`config.mk`:
```
export PLATFORM = sky130hd
export DESIGN_NAME = picmicro_interrupt_controller
export DESIGN_NICKNAME = d
export VERILOG_FILES = /design/src/rtl/picmicro_pkg.sv /design/src/rtl/picmicro_edge_detect.sv /design/src/rtl/picmicro_interrupt_controller.sv
export SDC_FILE = /design/constraint.sdc
export NUM_CORES = 1
export LEC_CHECK = 0
export CAP_MARGIN = 20
export CORE_AREA = 2 2 41 43
export CTS_BUF_LIST = sky130_fd_sc_hd__clkbuf_16
export DETAILED_ROUTE_END_ITERATION = 10
export DIE_AREA = 0 0 43 45
export GPL_TIMING_DRIVEN = 0
export PLACE_DENSITY = 0.79
export SLEW_MARGIN = 25
export SYNTH_ARGS = -nofsm -noshare
export SYNTH_HDL_FRONTEND = slang
export SYNTH_HIERARCHICAL = 1
export SYNTH_SLANG_ARGS = --single-unit
```
`constraint.sdc`:
```
create_clock -name clk -period 2.1 [get_ports clk]
set_input_delay 0.315 -clock clk [delete_from_list [all_inputs] [get_ports clk]]
set_output_delay 0.315 -clock clk [all_outputs]
set_load 0.02 [all_outputs]
```
`src/rtl/picmicro_pkg.sv`:
```
// Shared constants for the PIC-style interrupt controller: INTCON bit
// positions, the interrupt vector address and the sequencer state encoding.
package picmicro_pkg;

  localparam int unsigned INTCON_GIE  = 7;
  localparam int unsigned INTCON_PEIE = 6;
  localparam int unsigned INTCON_T0IE = 5;
  localparam int unsigned INTCON_INTE = 4;
  localparam int unsigned INTCON_RBIE = 3;
  localparam int unsigned INTCON_T0IF = 2;
  localparam int unsigned INTCON_INTF = 1;
  localparam int unsigned INTCON_RBIF = 0;

  // Address the core loads into the PC when pc_vector_en strobes.
  localparam logic [12:0] ISR_VECTOR = 13'h0004;

  typedef enum logic [1:0] {
    ST_IDLE   = 2'd0,
    ST_ARMED  = 2'd1,
    ST_VECTOR = 2'd2,
    ST_ISR    = 2'd3
  } irq_state_t;

endpackage

```
`src/rtl/picmicro_edge_detect.sv`:
```
// Selectable-polarity edge detector for the external INT pin. The edge is
// suppressed until the pin history register holds a real post-reset sample,
// so a pin already at its active level at reset release does not fire.
module picmicro_edge_detect (
  input  logic clk,
  input  logic rst_n,
  input  logic pin,
  input  logic intedg,
  output logic edge_pulse
);

  logic r_pin_q;
  logic r_valid;
  logic w_rise;
  logic w_fall;

  // Register the previous pin sample and mark it valid after the first clk.
  always_ff @(posedge clk or negedge rst_n) begin
    if (!rst_n) begin
      r_pin_q <= 1'b0;
      r_valid <= 1'b0;
    end else begin
      r_pin_q <= pin;
      r_valid <= 1'b1;
    end
  end

  // Compare the live pin against its history and pick the configured edge.
  always_comb begin
    w_rise     = pin & ~r_pin_q;
    w_fall     = ~pin & r_pin_q;
    edge_pulse = r_valid & (intedg ? w_rise : w_fall);
  end

endmodule

```
`src/rtl/picmicro_interrupt_controller.sv`:
```
// PIC16-style interrupt controller: owns INTCON, latches event flags, and
// sequences the vector to 0x0004 on an unflushed instruction-cycle boundary.
//
// Strobe semantics: there is no valid/ready handshake here. pc_vector_en is a
// single-clk command the core must act on in that clk (push PC, load the
// vector, flush). retfie_exec and the event inputs are sampled every clk and
// are acted on in the clk they are high; the core never back-pressures.
module picmicro_interrupt_controller
  import picmicro_pkg::*;
(
  input  logic       clk,
  input  logic       rst_n,
  input  logic       q_end,
  input  logic       instr_flush,
  input  logic       intcon_wr_en,
  input  logic [7:0] intcon_wr_data,
  output logic [7:0] intcon_out,
  input  logic       int_pin,
  input  logic       intedg,
  input  logic       tmr0_overflow,
  input  logic       rb_change,
  input  logic       periph_irq,
  input  logic       retfie_exec,
  output logic       pc_vector_en,
  output logic       in_isr,
  output logic       wake,
  output logic [1:0] dbg_state
);

  logic [7:0] r_intcon;
  logic [7:0] w_intcon_nxt;
  irq_state_t r_state;
  irq_state_t w_state_nxt;
  logic       w_int_edge;
  logic       w_any_enabled;
  logic       w_pending;

  picmicro_edge_detect u_edge (
    .clk        (clk),
    .rst_n      (rst_n),
    .pin        (int_pin),
    .intedg     (intedg),
    .edge_pulse (w_int_edge)
  );

  // Interrupt request terms: wake ignores GIE, vectoring requires it.
  always_comb begin
    w_any_enabled = (r_intcon[INTCON_T0IE] & r_intcon[INTCON_T0IF])
                  | (r_intcon[INTCON_INTE] & r_intcon[INTCON_INTF])
                  | (r_intcon[INTCON_RBIE] & r_intcon[INTCON_RBIF])
                  | (r_intcon[INTCON_PEIE] & periph_irq);
    w_pending     = r_intcon[INTCON_GIE] & w_any_enabled;
  end

  // INTCON next value: software write first, then hardware overrides.
  // The VECTOR clear of GIE is applied last so it beats both a software
  // write and a coincident RETFIE.
  always_comb begin
    w_intcon_nxt = r_intcon;
    if (intcon_wr_en) begin
      w_intcon_nxt = intcon_wr_data;
    end
    if (tmr0_overflow) begin
      w_intcon_nxt[INTCON_T0IF] = 1'b1;
    end
    if (rb_change) begin
      w_intcon_nxt[INTCON_RBIF] = 1'b1;
    end
    if (w_int_edge) begin
      w_intcon_nxt[INTCON_INTF] = 1'b1;
    end
    if (retfie_exec) begin
      w_intcon_nxt[INTCON_GIE] = 1'b1;
    end
    if (r_state == ST_VECTOR) begin
      w_intcon_nxt[INTCON_GIE] = 1'b0;
    end
  end

  // Sequencer transitions; ARMED re-checks pending every clk so a GIE clear
  // by firmware cancels the request before the boundary is reached.
  always_comb begin
    w_state_nxt = r_state;
    case (r_state)
      ST_IDLE: begin
        if (w_pending) begin
          w_state_nxt = ST_ARMED;
        end
      end
      ST_ARMED: begin
        if (!w_pending) begin
          w_state_nxt = ST_IDLE;
        end else if (q_end && !instr_flush) begin
          w_state_nxt = ST_VECTOR;
        end
      end
      ST_VECTOR: begin
        w_state_nxt = ST_ISR;
      end
      ST_ISR: begin
        if (retfie_exec) begin
          w_state_nxt = ST_IDLE;
        end
      end
      default: begin
        w_state_nxt = ST_IDLE;
      end
    endcase
  end

  // State and INTCON registers, both cleared asynchronously.
  always_ff @(posedge clk or negedge rst_n) begin
    if (!rst_n) begin
      r_intcon <= 8'h00;
      r_state  <= ST_IDLE;
    end else begin
      r_intcon <= w_intcon_nxt;
      r_state  <= w_state_nxt;
    end
  end

  // Outputs decode directly from registered state, so reset forces them low
  // immediately and the vector strobe is exactly one clk wide.
  always_comb begin
    intcon_out   = r_intcon;
    pc_vector_en = (r_state == ST_VECTOR);
    in_isr       = (r_state == ST_ISR);
    wake         = w_any_enabled;
    dbg_state    = r_state;
  end

endmodule

```
==> results.md, run 1 <==
- CTS sink cnt: 12
- Max Freq: 538 MHz
- Top cell type's share of synthesized area: 0.566
- CORE AREA: 0.00147 mm²
- Root buf cell: clkbuf_16
- CP Max Fanout: 3
- Vias after detailed routing: 463
- Number of global-route vias before repair: 462
- Gpl congestion: 0.694
- First-pass GRT wire length: approximately 1.9 mm
- Sequential element share of the synthesized area: 0.566
- Count of cell types in the netlist: 18
- CP max-delay cell: clkdlybuf4s50_1
- Syn_area_per_cell: 12.6 µm²
- Initial antenna violation count: 0
- Post-cts sizing count: 0
- CTS tree: yes
- Total GRT Usage: 0.138
- Clk buf depth: 2
- H-Tree Level Count: 1
- Final period util: 0.884
- Crit path arrival time: 1540 ps
- # fillers: ~120
- CP cell instances: clkdlybuf4s50_1 > a22oi_1 > nand2_1 > clkdlybuf4s50_1
- WHS: 433 ps
- DRC: 0
- Synth top area cells: dfrtp_1, mux2_2, nor2b_1
- HP Class: input pin to asynchronous set/reset pin
- Final Hold Viols: 0
- Netlist Area Pre-Place: 531 µm²
- Syn Inst Count: 42
- Static Leakage: around 0.39 nW
- Grt total ovfl: 0
- WL final: 1.16 mm
- Worst setup SP type: input pin
- Area delta synth->final: 77.1%
- Post-DP HPWL: 940 µm
- Final Instance Count excl. Fillers: 93
- Clk_lat worst skew: 240 ps
- Worst path bufs/invs: 2
- Final slew viol count: 0
- DR vias/cell: 4.98
- Slew @ Worst Pin: roughly 540 ps
- CTS Buf Count: 3
- Synth Warn #: 6
- Layout cells sized above 1: 0.143
- # port buffers: 31
- Per-cell routed wire length: 12.4 µm
- Tmin final: 1860 ps
- Hold Buf Count CTS: 0
- Cell taking the most area after synthesis: dfrtp_1
- CP Class: input pin to output pin
- Peak supply drop: 0.750 mV
- Final setup fails: 0
- Max cap viols: 0
- Post-route setup TNS: 0 ps
- Nets: between 90 and 100
- Ant. Diodes: 0
- Flops & latches, synth: 12
- Initial core utilization: 0.361
- Die Wd: 43 µm
- Max-slew headroom: 0.639
- RSZ-0062 raised after global routing: no
- Critical Path End Type: output pin
- DP Cell Count: 89
- Critical path's largest stage delay: just over 600 ps
- Req. time, crit path: 1780 ps
- Row count: 14
- Top cell by count, worst path: clkdlybuf4s50_1
- Clock transition at the registers of the reported paths: 40 ps
- DRT iter0 DRCs: 3
- Drt pass-1 iters: 4
- Status: complete, no violations
- Post-CTS Setup Bufs: 0
- Crit path max-delay family: buffers and inverters
- Die Ht: 45 µm
- Die Footprint: 0.00194 mm²
- Synthesized Nets: 61
- Skew final: 4.28 ps
- IO Pins: 32
- Largest net degree at the start of global routing: 13
- Power per cell area: roughly 1000 mW/mm²
- Antenna Nets Post-Route: 0
[cells in the mapped netlist]
cell / number
and2_1: 1
buf_6: 1
conb_1: 1
a21boi_0: 1
a31o_2: 1
a211oi_2: 1
a22oi_1: 2
a21o_1: 1
a211o_1: 3
nor2_1: 2
nand2_1: 3
dfrtp_1: 12
nor2b_2: 1
nand4b_1: 1
nor2b_1: 5
o21a_1: 1
mux2_2: 4
nand4bb_1: 1
[layout make-up]
cell class                      count  area, µm²  share of cell area
Buffer                              1       11.3              0.0120
Sequential cell                    12        300               0.320
Timing Repair Buffer               31        310               0.330
Clock buffer                        3       75.1              0.0799
Tap cell                           16       20.0              0.0213
Multi-Input combinational cell     29        219               0.233
Clock inverter                      1       3.75             0.00399
[sequential cells by signal (all words and copies together) (netlist names), named ones only]
signal / cells
intcon_out: 8
dbg_state: 1
u_edge/r_valid: 1
u_edge/r_pin_q: 1
[placed cells by master (no fill, tap or decap), drive strengths merged, types with 2 or more instances in the layout]
master and n:
nor2b 6, a211o 3, clkdlybuf4s50 31, dfrtp 12, clkbuf 3, a22oi 2, mux2 4, nand2 3
nor2 2
[metrics by stage]
step	setup slack, ps	utilization	area, µm²	total power [mW]
6_report	243	0.639	940	0.936
5_1_grt	165	0.639	940	0.984
4_1_cts	228	0.639	940	0.950
3_5_place_dp	222	0.585	861	0.599
3_3_place_gp	233	0.585	861	0.593
2_1_floorplan	914	-	531	0.446
[routing by layer]
layer  wire length (µm)  GRT usage  vias to the layer above
met5                  0          0                        -
met4                  5     0.0545                        0
met3                 76     0.0600                        2
met2                608      0.236                       18
met1                467      0.151                      221
li1                   -          -                      222
[logic make-up (layout without fill, tap and decap cells)]
kind of cell	Yosys count	after routing	share of synthesized area
DFF	12	12	0.566
buffers and inverters	1	36	0.0212
other	1	1	0.00707
and+or+nand+nor	14	14	0.160
AOI/OAI and AO/OA	10	10	0.160
muxes	4	4	0.0849
[path summary, 6_finish.rpt]
| path | startpoint | to | slack [ps] | depth (start not counted) |
|---|---|---|---|---|
| max | periph_irq | wake | 240 | 4 |
| min | rst_n | intcon_out[4]$_DFFE_PN0P_ | 430 | 1 |
| max reg2reg | intcon_out[5]$_DFFE_PN0P_ | flip-flop | 1060 | 3 |
| min reg2reg | intcon_out[6]$_DFFE_PN0P_ | intcon_out[6]$_DFFE_PN0P_ | 540 | 1 |
| max in group asynchronous | rst_n | intcon_out[6]$_DFFE_PN0P_ | 1310 | 1 |
| min in group clk | intcon_out[6]$_DFFE_PN0P_ | intcon_out[6]$_DFFE_PN0P_ | 540 | 1 |
[where the power goes]
group,switching (mW),internal [mW],total [mW]
Sequential,0.0333,0.270,0.303
Combinational,0.125,0.164,0.288
Clock,0.0940,0.250,0.344
No activity file was read; power rests on OpenSTA's default activity.
==> inputs of run 2 (changes only) <==
- SETUP_SLACK_MARGIN: unset -> 0.3
==> run 2 against run 1 <==
Against the previous run:
- combinational power is essentially flat
- worst setup slack gained 190 ps
- sequential power about the same
==> results.md, run 2 (same netlist as run 1, synthesis figures left out) <==
- Critical path's largest stage delay: 590 ps
- Skew final: 4.28 ps
- Worst path bufs/invs: 1
- IO Pins: 32
- Final WS setup: 430 ps
- Post-route setup TNS: 0 ps
- Number of global-route vias before repair: about 460
- Clk buf depth: 2
- Hold Buf Count CTS: 0
- Clock transition at the registers of the reported paths: around 40 ps
- Met1 Usage GRT: 0.151
- Multi-input gate area in the final layout: 219 µm²
- Largest register FFs: 8
- Final setup fails: 0
- Critical Path End Type: output pin
- Antenna Nets Post-Route: 0
- DP Worst Slack: 222 ps
- Clk_lat worst skew: 240 ps
- Static Leakage: 0.410 nW
- Commonest non-fill, non-tap cell in the layout: clkdlybuf4s50_1
- Post-DP HPWL: ~940 µm
- RSZ-0062 raised after global routing: no
- Post-CTS Setup Bufs: 0
- Per-cell routed wire length: 12.5 µm
- Peak supply drop: 0.749 mV
- Crit path arrival time: 1360 ps
- Die Ht: 45 µm
- Die Footprint: slightly below 0.002 mm²
- Die Wd: 43 µm
- R2R Setup Slk: 1070 ps
- Final slew viol count: 0
- Drt pass-1 iters: 4
- Final Hold Viols: 0
- CTS sink cnt: 12
- DR vias/cell: 4.98
- DRT iter0 DRCs: 3
- Nets: 97
- Layout cells sized above 1: 0.143
- Register Area: 300 µm²
- Worst setup SP type: flip-flop
- Tmin final: 1670 ps
- CP max-delay cell: clkdlybuf4s50_1
- Crit path max-delay family: buffers and inverters
- CORE AREA: 0.00147 mm²
- Max Freq: 599 MHz
- Reg2reg start: intcon_out[5]$_DFFE_PN0P_
- CTS tree: yes
- WHS: 433 ps
- Initial core utilization: 0.361
- Total GRT Usage: 0.138
- Critical Path Stages: 2
- Max-slew headroom: 0.639
- Worst R2R Path Depth: 3
- Critical Path Source: dbg_state[0]$_DFFE_PN0P_
- Gpl congestion: approximately 0.69
- End of the critical path: in_isr
- # port buffers: 31
- Most frequent cells in the layout: clkdlybuf4s50_1, dfrtp_1, nor2b_1
- Max cap viols: 0
- Grt total ovfl: 0
- Ant. Diodes: 0
- HP Class: input pin to asynchronous set/reset pin
- Met2 usage: 0.236
- WL final: about 1.2 mm
- Root buf cell: clkbuf_16
- CP Class: flip-flop to output pin
- CP Max Fanout: 5
- CP cell instances: and2_1 > clkdlybuf4s50_1
- Vias after detailed routing: approximately 460
- DRC: 0
- GR peak layer: met2
- Row count: 14
- # fillers: 125
- Area delta synth->final: 77.4%
- Largest net degree at the start of global routing: 13
- Power per cell area: about 990 mW/mm²
- Final period util: 0.795
- Req. time, crit path: between 1500 and 2000 ps
- First-pass GRT wire length: approximately 1.9 mm
- Met3 Resource Use GR: 0.0600
- Slew @ Worst Pin: between 500 and 600 ps
- Initial antenna violation count: 0
- Status: complete, no violations
- H-Tree Level Count: 1
- CTS Buf Count: 3
run 2: cell count changes in the layout (fill, tap and decap cells not counted):
cell and delta:
clkdlybuf4s50_1 -2, dlymetal6s2s_1 +1, dlygate4sd2_1 +1
run 2: report_power, final:
part	switching [mW]	internal, mW
Clock	0.0940	0.250
Combinational	0.124	0.161
Sequential	0.0333	0.270
run 2: area by class of cell:
cell class              count  share of cell area
clock inverters             1             0.00399
flip-flops and latches     12               0.319
clock buffers               3              0.0798
repair buffers             31               0.331
well taps                  16              0.0213
multi-input cells          29               0.233
plain buffers               1              0.0120
run 2: what timing repair did:
action / in CTS / in global routing
gates cloned: 0 / 0
resized for setup: 1 / 1
endpoints found under the setup margin: 1 / 1
run 2: worst min-delay path by stage:
stage               depth (start not counted)                      start                          to  slack, ps
floorplan                                   0                      rst_n  asynchronous set/reset pin         20
global placement                            1  intcon_out[5]$_DFFE_PN0P_   intcon_out[5]$_DFFE_PN0P_        530
detailed placement                          1  intcon_out[6]$_DFFE_PN0P_   intcon_out[6]$_DFFE_PN0P_        530
CTS                                         1                      rst_n   intcon_out[5]$_DFFE_PN0P_        460
global route                                1                      rst_n   intcon_out[2]$_DFFE_PN0P_        500
finish                                      1                      rst_n   intcon_out[4]$_DFFE_PN0P_        430
run 2: through the flow:
stage | std cells | util | power [mW] | instance area (µm²)
after floorplan | 42 | - | 0.446 | 531
after global placement | 89 | 0.585 | 0.593 | 861
after detailed placement | 89 | 0.585 | 0.599 | 861
after CTS | 93 | 0.638 | 0.948 | 938
after global routing | 93 | 0.639 | 0.981 | 941
final | 93 | 0.639 | 0.933 | 941
run 2: layer usage:
layer	part of all wire	wire length, µm	vias up
li1	-	-	222
met3	0.067	78	2
met1	0.40	467	221
met2	0.52	608	18
met5	0	0	-
met4	0.0043	5	0
==> inputs of run 3 (changes only) <==
- CORE_AREA: 2 2 41 43 -> 2 2 42 44
- DIE_AREA: 0 0 43 45 -> 0 0 44 46
- PLACE_DENSITY: 0.79 -> 0.75
- clock period: 2.1 -> 1.7 ns (I/O delays scaled with it)
==> run 3 against run 2 <==
Against the previous run:
- final cell count increased by 1.1%
- clock-buffer cell count unchanged
- worst hold slack got worse by 64 ps
- final area decreased by 1.5%
- clock power increased by 24%
- clock skew decreased by 4.0 ps
- global-route usage increased by 0.45 points
- sequential cell count unchanged
- power increased by 20%
- utilization decreased by 6.5 points
- worst setup slack got worse by 110 ps
==> results.md, run 3 (same netlist as run 1, synthesis figures left out) <==
- Status: complete, no violations
- Commonest non-fill, non-tap cell in the layout: clkdlybuf4s50_1
- Antenna Nets Post-Route: 0
- Final WS setup: 319 ps
- Design Area, Final: 927 µm²
- Area of placed instances: 862 µm²
- Power per cell area: 1210 mW/mm²
- CP Class: flip-flop to output pin
- Number of global-route vias before repair: 432
- DRT iter0 DRCs: 4
- R2R Setup Slk: 660 ps
- Clk_lat worst skew: 240 ps
- CTS tree: yes
- Post-CTS Setup Bufs: 0
- Worst R2R Path Depth: 3
- Max Freq: between 700 and 800 MHz
- WL final: 1.23 mm
- Die Footprint: 0.00202 mm²
- Max cap viols: 0
- Nets: 97
- Max-slew headroom: 0.644
- # port buffers: 31
- DP Cell Count: 90
- Crit path arrival time: 1130 ps
- CORE AREA: 0.00161 mm²
- Peak supply drop: 0.649 mV
- Die Ht: 46 µm
- # fillers: 146
- RSZ-0062 raised after global routing: yes
- CTS sink cnt: 12
- Drt pass-1 iters: 2
- Final period util: 0.812
- Final Hold Viols: 0
- Most frequent cells in the layout: clkdlybuf4s50_1, dfrtp_1, dlygate4sd2_1
- Total GRT Usage: 0.142
- CP cell instances: a22oi_1 > nand2_1 > clkbuf_2
- Tmin final: between 1000 and 1500 ps
- DRC: 0
- Slew @ Worst Pin: approximately 530 ps
- DP Worst Slack: -73.3 ps
- Ant. Diodes: 0
- Per-cell routed wire length: 13.0 µm
- First-pass GRT wire length: 2.01 mm
- Critical path's largest stage delay: 380 ps
- Hold Buf Count CTS: 0
- End of the critical path: wake
- Worst setup SP type: flip-flop
- Static Leakage: about 0.41 nW
- Area delta synth->final: 74.8%
- Grt total ovfl: 0
- Clock transition at the registers of the reported paths: 40 ps
- Largest register FFs: 8
- Gpl congestion: slightly above 0.7
- Initial core utilization: 0.329
- CTS Buf Count: 3
- DR vias/cell: between 4 and 5
- Post-DP HPWL: 956 µm
- IO Pins: 32
- Clk buf depth: 2
- Final setup fails: 0
- Row count: 15
- Die Wd: ~44 µm
- CP Max Fanout: 3
- Final slew viol count: 0
- CP max-delay cell: dfrtp_1
- Skew final: 0.239 ps
- Largest net degree at the start of global routing: 13
- Layout cells sized above 1: 0.182
- Initial antenna violation count: 0
- Vias after detailed routing: roughly 450
- Req. time, crit path: 1440 ps
- Critical Path Source: intcon_out[5]$_DFFE_PN0P_
- Final Power: 1.12 mW
- Reg2reg start: intcon_out[5]$_DFFE_PN0P_
- Critical Path End Type: output pin
- HP Class: input pin to asynchronous set/reset pin
- Final Instance Count excl. Fillers: 94
- H-Tree Level Count: 1
- Root buf cell: clkbuf_16
run 3: cell types whose count changed in the layout (fill, tap and decap cells not counted):
cell,before,now
clkdlybuf4s50_1,29,18
clkbuf_2,0,2
a22oi_1,2,1
clkdlybuf4s15_1,0,1
dlygate4sd2_1,1,9
a22oi_2,0,1
run 3: worst min path at each step:
stage / startpoint / endpoint / cells past startpoint
after floorplan: rst_n / asynchronous set/reset pin / 0
after global placement: intcon_out[3]$_DFFE_PN0P_ / intcon_out[3]$_DFFE_PN0P_ / 1
after detailed placement: intcon_out[6]$_DFFE_PN0P_ / intcon_out[6]$_DFFE_PN0P_ / 1
after CTS: rst_n / intcon_out[4]$_DFFE_PN0P_ / 1
after global routing: rst_n / u_edge/r_pin_q$_DFF_PN0_ / 1
final: rst_n / u_edge/r_valid$_DFF_PN0_ / 1
run 3: layout make-up:
type,count,area [µm²],area share
Sequential cell,12,300,0.324
Tap cell,17,21.3,0.0229
Timing Repair Buffer,31,292,0.314
Clock inverter,1,3.75,0.00405
Clock buffer,3,75.1,0.0810
Multi-Input combinational cell,29,224,0.242
Buffer,1,11.3,0.0121
run 3: per-stage QoR:
| step | utilization | TNS (ps) | hold WS (ps) |
|---|---|---|---|
| after floorplan | - | 0 | -40.6 |
| after global placement | 0.534 | -55.8 | 518 |
| after detailed placement | 0.534 | -73.3 | 533 |
| after CTS | 0.574 | 0 | 387 |
| after global routing | 0.574 | 0 | 427 |
| final | 0.574 | 0 | 369 |
run 3: worst max-delay path, delay by kind of cell (launching register included):
kind | cells | cell delay, ps
AOI/OAI and AO/OA | 1 | 200
buffers and inverters | 1 | 180
DFF | 1 | 380
and+or+nand+nor | 1 | 130
run 3: repair_timing:
| item | 4_1_cts | 5_1_grt |
|---|---|---|
| hold endpoints to repair | 0 | 0 |
| gates resized for setup | 13 | 6 |
| endpoints found under the setup margin | 13 | 4 |
run 3: power by group:
group | internal, mW | total [mW] | switching (mW)
registers | 0.334 | 0.372 | 0.0384
clock network | 0.309 | 0.428 | 0.119
logic | 0.161 | 0.319 | 0.157
run 3: metal layers:
layer,vias to the layer above,GRT usage,part of all wire
met2,18,0.232,0.50
met5,-,0,0
met4,0,0.0909,0.016
li1,220,-,-
met1,206,0.161,0.41
met3,2,0.0437,0.075
